[src/rtl/frame_link_ctrl.sv]
// Link supervisor for the 56-bit frame synchronizer: sequences IDLE/ACQUIRE/LOCKED/RECOVER,
// gates the receive path and keeps saturating link statistics.
module frame_link_ctrl #(
  parameter int unsigned LOCK_FRAMES = 4,
  parameter int unsigned UNLOCK_ERRS = 3,
  parameter int unsigned HOLD_CYCLES = 64,
  parameter int unsigned TIMEOUT     = 4096
) (
  input  logic        clk_sys,
  input  logic        rst_n,
  input  logic        data_valid,
  input  logic        frame_error,
  input  logic        sync_lost,
  input  logic        clear_stats,
  output logic        rx_enable,
  output logic        link_up,
  output logic [1:0]  link_state,
  output logic        resync_req,
  output logic [15:0] good_cnt,
  output logic [15:0] err_cnt,
  output logic [7:0]  loss_cnt
);

  typedef enum logic [1:0] {
    IDLE    = 2'b00,
    ACQUIRE = 2'b01,
    LOCKED  = 2'b10,
    RECOVER = 2'b11
  } state_t;

  localparam logic [15:0] HOLD_LAST = 16'(HOLD_CYCLES - 1);
  localparam logic [15:0] WD_LAST   = 16'(TIMEOUT - 1);
  localparam logic [7:0]  RUN_LOCK  = 8'(LOCK_FRAMES);
  localparam logic [3:0]  BAD_LIMIT = 4'(UNLOCK_ERRS);

  state_t      state;
  logic [15:0] hold_cnt;
  logic [15:0] wd_cnt;
  logic [7:0]  run_cnt;
  logic [3:0]  bad_cnt;

  logic [7:0]  run_next;
  logic [3:0]  bad_next;
  logic        wd_expired;
  logic        locked_loss;
  logic        loss_event;

  // A data_valid in the expiry cycle rescues the link; a coincident sync_lost still counts as a loss.
  always_comb begin
    wd_expired = (wd_cnt == WD_LAST) && !data_valid;

    run_next = run_cnt;
    if (frame_error || sync_lost) run_next = '0;
    else if (data_valid)          run_next = run_cnt + 8'd1;

    bad_next = bad_cnt;
    if (frame_error)     bad_next = bad_cnt + 4'd1;
    else if (data_valid) bad_next = '0;

    locked_loss = sync_lost || (bad_next == BAD_LIMIT) || wd_expired;
    loss_event  = (state == LOCKED) && locked_loss;
  end

  assign link_state = state;

  // NOTE: every register below is assigned with <= so all branches see the pre-edge values.
  always_ff @(posedge clk_sys or negedge rst_n) begin
    if (!rst_n) begin
      state      <= IDLE;
      rx_enable  <= 1'b0;
      link_up    <= 1'b0;
      resync_req <= 1'b0;
      hold_cnt   <= '0;
      wd_cnt     <= '0;
      run_cnt    <= '0;
      bad_cnt    <= '0;
    end else begin
      resync_req <= 1'b0;
      case (state)
        IDLE, RECOVER: begin
          if (hold_cnt == HOLD_LAST) begin
            state     <= ACQUIRE;
            rx_enable <= 1'b1;
            hold_cnt  <= '0;
            wd_cnt    <= '0;
            run_cnt   <= '0;
          end else begin
            hold_cnt <= hold_cnt + 16'd1;
          end
        end
        ACQUIRE: begin
          if (run_next == RUN_LOCK) begin
            state   <= LOCKED;
            link_up <= 1'b1;
            run_cnt <= '0;
            bad_cnt <= '0;
            wd_cnt  <= '0;
          end else if (wd_expired) begin
            state      <= RECOVER;
            rx_enable  <= 1'b0;
            resync_req <= 1'b1;
            run_cnt    <= '0;
            wd_cnt     <= '0;
            hold_cnt   <= '0;
          end else begin
            run_cnt <= run_next;
            wd_cnt  <= data_valid ? 16'd0 : wd_cnt + 16'd1;
          end
        end
        LOCKED: begin
          if (locked_loss) begin
            state      <= RECOVER;
            rx_enable  <= 1'b0;
            link_up    <= 1'b0;
            resync_req <= 1'b1;
            bad_cnt    <= '0;
            wd_cnt     <= '0;
            hold_cnt   <= '0;
          end else begin
            bad_cnt <= bad_next;
            wd_cnt  <= data_valid ? 16'd0 : wd_cnt + 16'd1;
          end
        end
        default: state <= IDLE;
      endcase
    end
  end

  // Statistics run in every state; clear_stats beats any coincident increment.
  always_ff @(posedge clk_sys or negedge rst_n) begin
    if (!rst_n) begin
      good_cnt <= '0;
      err_cnt  <= '0;
      loss_cnt <= '0;
    end else if (clear_stats) begin
      good_cnt <= '0;
      err_cnt  <= '0;
      loss_cnt <= '0;
    end else begin
      if (data_valid && (good_cnt != 16'hFFFF)) good_cnt <= good_cnt + 16'd1;
      if (frame_error && (err_cnt != 16'hFFFF)) err_cnt  <= err_cnt + 16'd1;
      if (loss_event && (loss_cnt != 8'hFF))    loss_cnt <= loss_cnt + 8'd1;
    end
  end

endmodule

[config.mk]
export PLATFORM = sky130hd
export DESIGN_NAME = frame_link_ctrl
export DESIGN_NICKNAME = d
export VERILOG_FILES = /design/src/rtl/frame_link_ctrl.sv
export SDC_FILE = /design/constraint.sdc
export NUM_CORES = 1
export LEC_CHECK = 0
export CAP_MARGIN = 20
export CORE_MARGIN = 3
export CORE_UTILIZATION = 60
export CTS_CLUSTER_DIAMETER = 50
export DETAILED_ROUTE_END_ITERATION = 16
export DONT_BUFFER_PORTS = 1
export PLACE_DENSITY = 0.76
export REMOVE_ABC_BUFFERS = 1
export SYNTH_ARGS = -nofsm -noshare
export SYNTH_HDL_FRONTEND = slang
export SYNTH_SLANG_ARGS = --single-unit
[constraint.sdc]
create_clock -name clk_sys -period 2.7 [get_ports clk_sys]
set_input_delay 0.81 -clock clk_sys [delete_from_list [all_inputs] [get_ports clk_sys]]
set_output_delay 0.81 -clock clk_sys [all_outputs]
set_load 0.01 [all_outputs]
==> impl_metrics.ini <==
[timing]
hold_slack_ps = 131
clock_skew_ps = 14.9
period_minus_slack_ps = 2560
tightest_slew_ps = 594
rsz0062_at_grt = false
period_share = 0.948
slew-limit-headroom = 0.601
fmax_ghz = 0.391
fin_ws_ps = 141
setup_viol = 0
hold_viol_final = 0
slew_viol_final = 0

[detailed_routing]
drt_iter0_drc = 134
wirelength_mm = 11.0
vias_per_cell = 6.16
drc_errors = 0
wl_per_cell_microns = 16.7
postRouteAntennaNets = 0
vias = 4050
first_pass_iters = 4

[die]
initial_core_util = 0.625
core_sq_mm = 0.00785
die_h_microns = 96.4
die_area_sq_mm = 0.00930
die_w_microns = 96.4
row_count = 32
io_pins = 51

[global_routing]
overflow = 0
grt_start_max_net_pins = 90
met1_usage = 0.327
antenna_found_initial = 0
track_usage = 0.248
grt_pass1_vias = 3940
met3_usage = 0.0682
busiest_layer = met2
grt.met2_usage = 0.406
grt_pass1_wl_mm = 18.3

[placed_design]
io_buffers = 0
place_congestion = 0.846
dp_hpwl_mm = 7.52
post-place-ws_ps = -129

[clock_tree]
clockBufferDepth = 2
clock_sinks = 89
cts_tree = done
clkTransAtPathRegs_ps = 100
ctsResizeCount = 0
h-tree-depth = 3
clkLatencyLatePin_ps = 360
numCtsBuffers = 9
cts-root-buf = clkbuf_8
cts_setup_buffers = 0
hold_buffers = 0

[layout]
n_antenna_cell = 0
syn2layout_area_growth_pct = 9.33
final_nets = 565
seqCellArea_sq_mm = 0.00223
post_route_cells_drive_above_1_share = 0.101
multiInputGateArea_sq_mm = 0.00256
n_fill_cell = 646

[logic_synthesis]
synth-seq-area-share = 0.454
synthesis.area_sq_mm = 0.00491
synthTopCellsByCount = 89 x dfrtp_1, 65 x nor2_1, 58 x nand2_1, 45 x nand3_1, 27 x xor2_1
ys_ff_latch = 89
synth.most_common_cell = dfrtp_1
synthArstFlopShare = 1.00
syn_inst = 538
ys.flop_type = dfrtp_1
ys_types = 56
synth_enable_flop_cells = 0
yosysTopAreaCell = dfrtp_1
yosys-top-cells-area = dfrtp_1 45%, nor2_1 5.0%, xor2_1 4.8%, nand3_1 4.6%, nand2_1 4.4%
netlist.area_leader.share = 0.454
synth_warnings = 0
avgSynthCellArea_sq_um = 9.12

[job]
drv_cap = 0

[outcome]
status = finished clean

[worst_setup_path]
worstSetupPathType = reg -> reg
arrival_ps = 2830
critical_path.cell_chain = ha_1 > nand3b_1 > o22ai_1 > a221oi_2 > and2_1 > o2bb2ai_4 > buf_4 > a41oi_1 > a31oi_1
crit_required_ps = 2970
r2r_slack_ps = 140
crit_path_end_kind = flip-flop
worst_r2r_path_depth = 9
rr_startpoint = bad_cnt[0]
path_max_fanout = 12
critPathTopFamily = compound AO/OA/AOI/OAI gates
crit_buf_inv = 1
cp_slowest_stage_delay_ps = 440
cp-start-kind = flip-flop
reg2reg_to = wd_cnt[3]
slowest_stage = dfrtp_1

[power_and_ir_drop]
ir_drop_v = 0.000438
p_per_area_mw_per_mm2 = 753
p_leak_nw = 2.33

[min_path]
min_path_type = in -> async
cells by family after synthesis:
logic type / Yosys count / share of synthesized area
AO/OA/AOI/OAI: 97 / 0.135
buffers and inverters: 33 / 0.0324
multiplexers: 4 / 0.00841
adder cells (fa/ha/maj): 9 / 0.0229
flip-flops: 89 / 0.454
XOR/XNOR: 40 / 0.0714
AND/OR/NAND/NOR: 266 / 0.276
layout make-up:
class | count | share of cell area
Multi-Input combinational cell | 416 | 0.476
Sequential cell | 89 | 0.415
Timing Repair Buffer | 23 | 0.0345
Clock buffer | 11 | 0.0263
Tap cell | 102 | 0.0238
Clock inverter | 5 | 0.0163
Inverter | 11 | 0.00769
how the worst max path moves through the flow:
| stage | start | end | slack, ps | cells after the start |
|---|---|---|---|---|
| 6_report | bad_cnt[0] | wd_cnt[3] | 140 | 9 |
| 5_1_grt | hold_cnt[0] | run_cnt[7] | 20 | 9 |
| 4_1_cts | bad_cnt[0] | wd_cnt[3] | 80 | 9 |
| 3_5_place_dp | data_valid | wd_cnt[3] | -130 | 8 |
| 3_3_place_gp | data_valid | hold_cnt[4] | -50 | 8 |
| 2_1_floorplan | hold_cnt[0] | run_cnt[1] | -260 | 7 |
worst register-to-register path, delay by kind of cell (launching register included):
kind	cells	cell delay (ps)
compound gates	5	1050
fa+ha+maj	1	350
buf+inv	1	240
flops	1	440
simple gates	2	420
cells in the final DEF, fill, tap and decap left out, types with 2 or more instances in the layout:
| cell | count |
|---|---|
| a211o_1 | 4 |
| a21o_1 | 2 |
| a21oi_1 | 20 |
| a221o_1 | 4 |
| a22o_1 | 4 |
| a31oi_1 | 10 |
| a32o_1 | 2 |
| a41oi_1 | 4 |
| and2_1 | 6 |
| and3_1 | 12 |
| and4_1 | 7 |
| buf_4 | 22 |
| bufinv_16 | 2 |
| clkbuf_8 | 10 |
| dfrtp_1 | 89 |
| ha_1 | 9 |
| inv_1 | 11 |
| mux2i_1 | 3 |
| nand2_1 | 58 |
| nand2b_1 | 4 |
| nand3_1 | 45 |
| nand3b_1 | 2 |
| nand4_1 | 22 |
| nor2_1 | 65 |
| nor2b_1 | 4 |
| nor3_1 | 13 |
| nor3_4 | 2 |
| nor4_1 | 5 |
| o21a_1 | 2 |
| o21ai_0 | 26 |
| o21ai_1 | 3 |
| o22ai_1 | 2 |
| o31ai_1 | 3 |
| or2_2 | 3 |
| or3_1 | 7 |
| or4_1 | 4 |
| xnor2_1 | 13 |
| xor2_1 | 27 |
report_power, final:
group | switching (W) | leakage, nW | internal [W]
combinational | 0.000841 | 0.993 | 0.000530
clock | 0.000491 | 0.112 | 0.000555
sequential | 0.000168 | 1.23 | 0.00146
total | 0.00150 | 2.33 | 0.00254
sequential cells by signal (all words and copies together), names as in the netlist:
register	flops
wd_cnt	16
resync_req	1
link_state	2
rx_enable	1
hold_cnt	16
run_cnt	8
good_cnt	16
loss_cnt	8
err_cnt	16
bad_cnt	4
link_up	1
stage by stage:
stage               std cells  instance area [sq um]  utilization  power, W  setup TNS, ps
CTS                       657                   5340        0.681   0.00402              0
global placement          641                   5110        0.652   0.00292           -135
floorplan                 516                   4790            -   0.00239          -1620
finish                    657                   5370        0.684   0.00404              0
global route              657                   5370        0.684   0.00429              0
detailed placement        641                   5110        0.652   0.00298           -767
per-layer routing:
| layer | up-vias | wire (microns) | part of all wire |
|---|---|---|---|
| met5 | - | 0 | 0 |
| met4 | 0 | 87 | 0.0079 |
| met3 | 10 | 506 | 0.046 |
| met2 | 83 | 5440 | 0.50 |
| met1 | 1992 | 4920 | 0.45 |
| li1 | 1965 | - | - |
(Power assumes the default switching activity.)
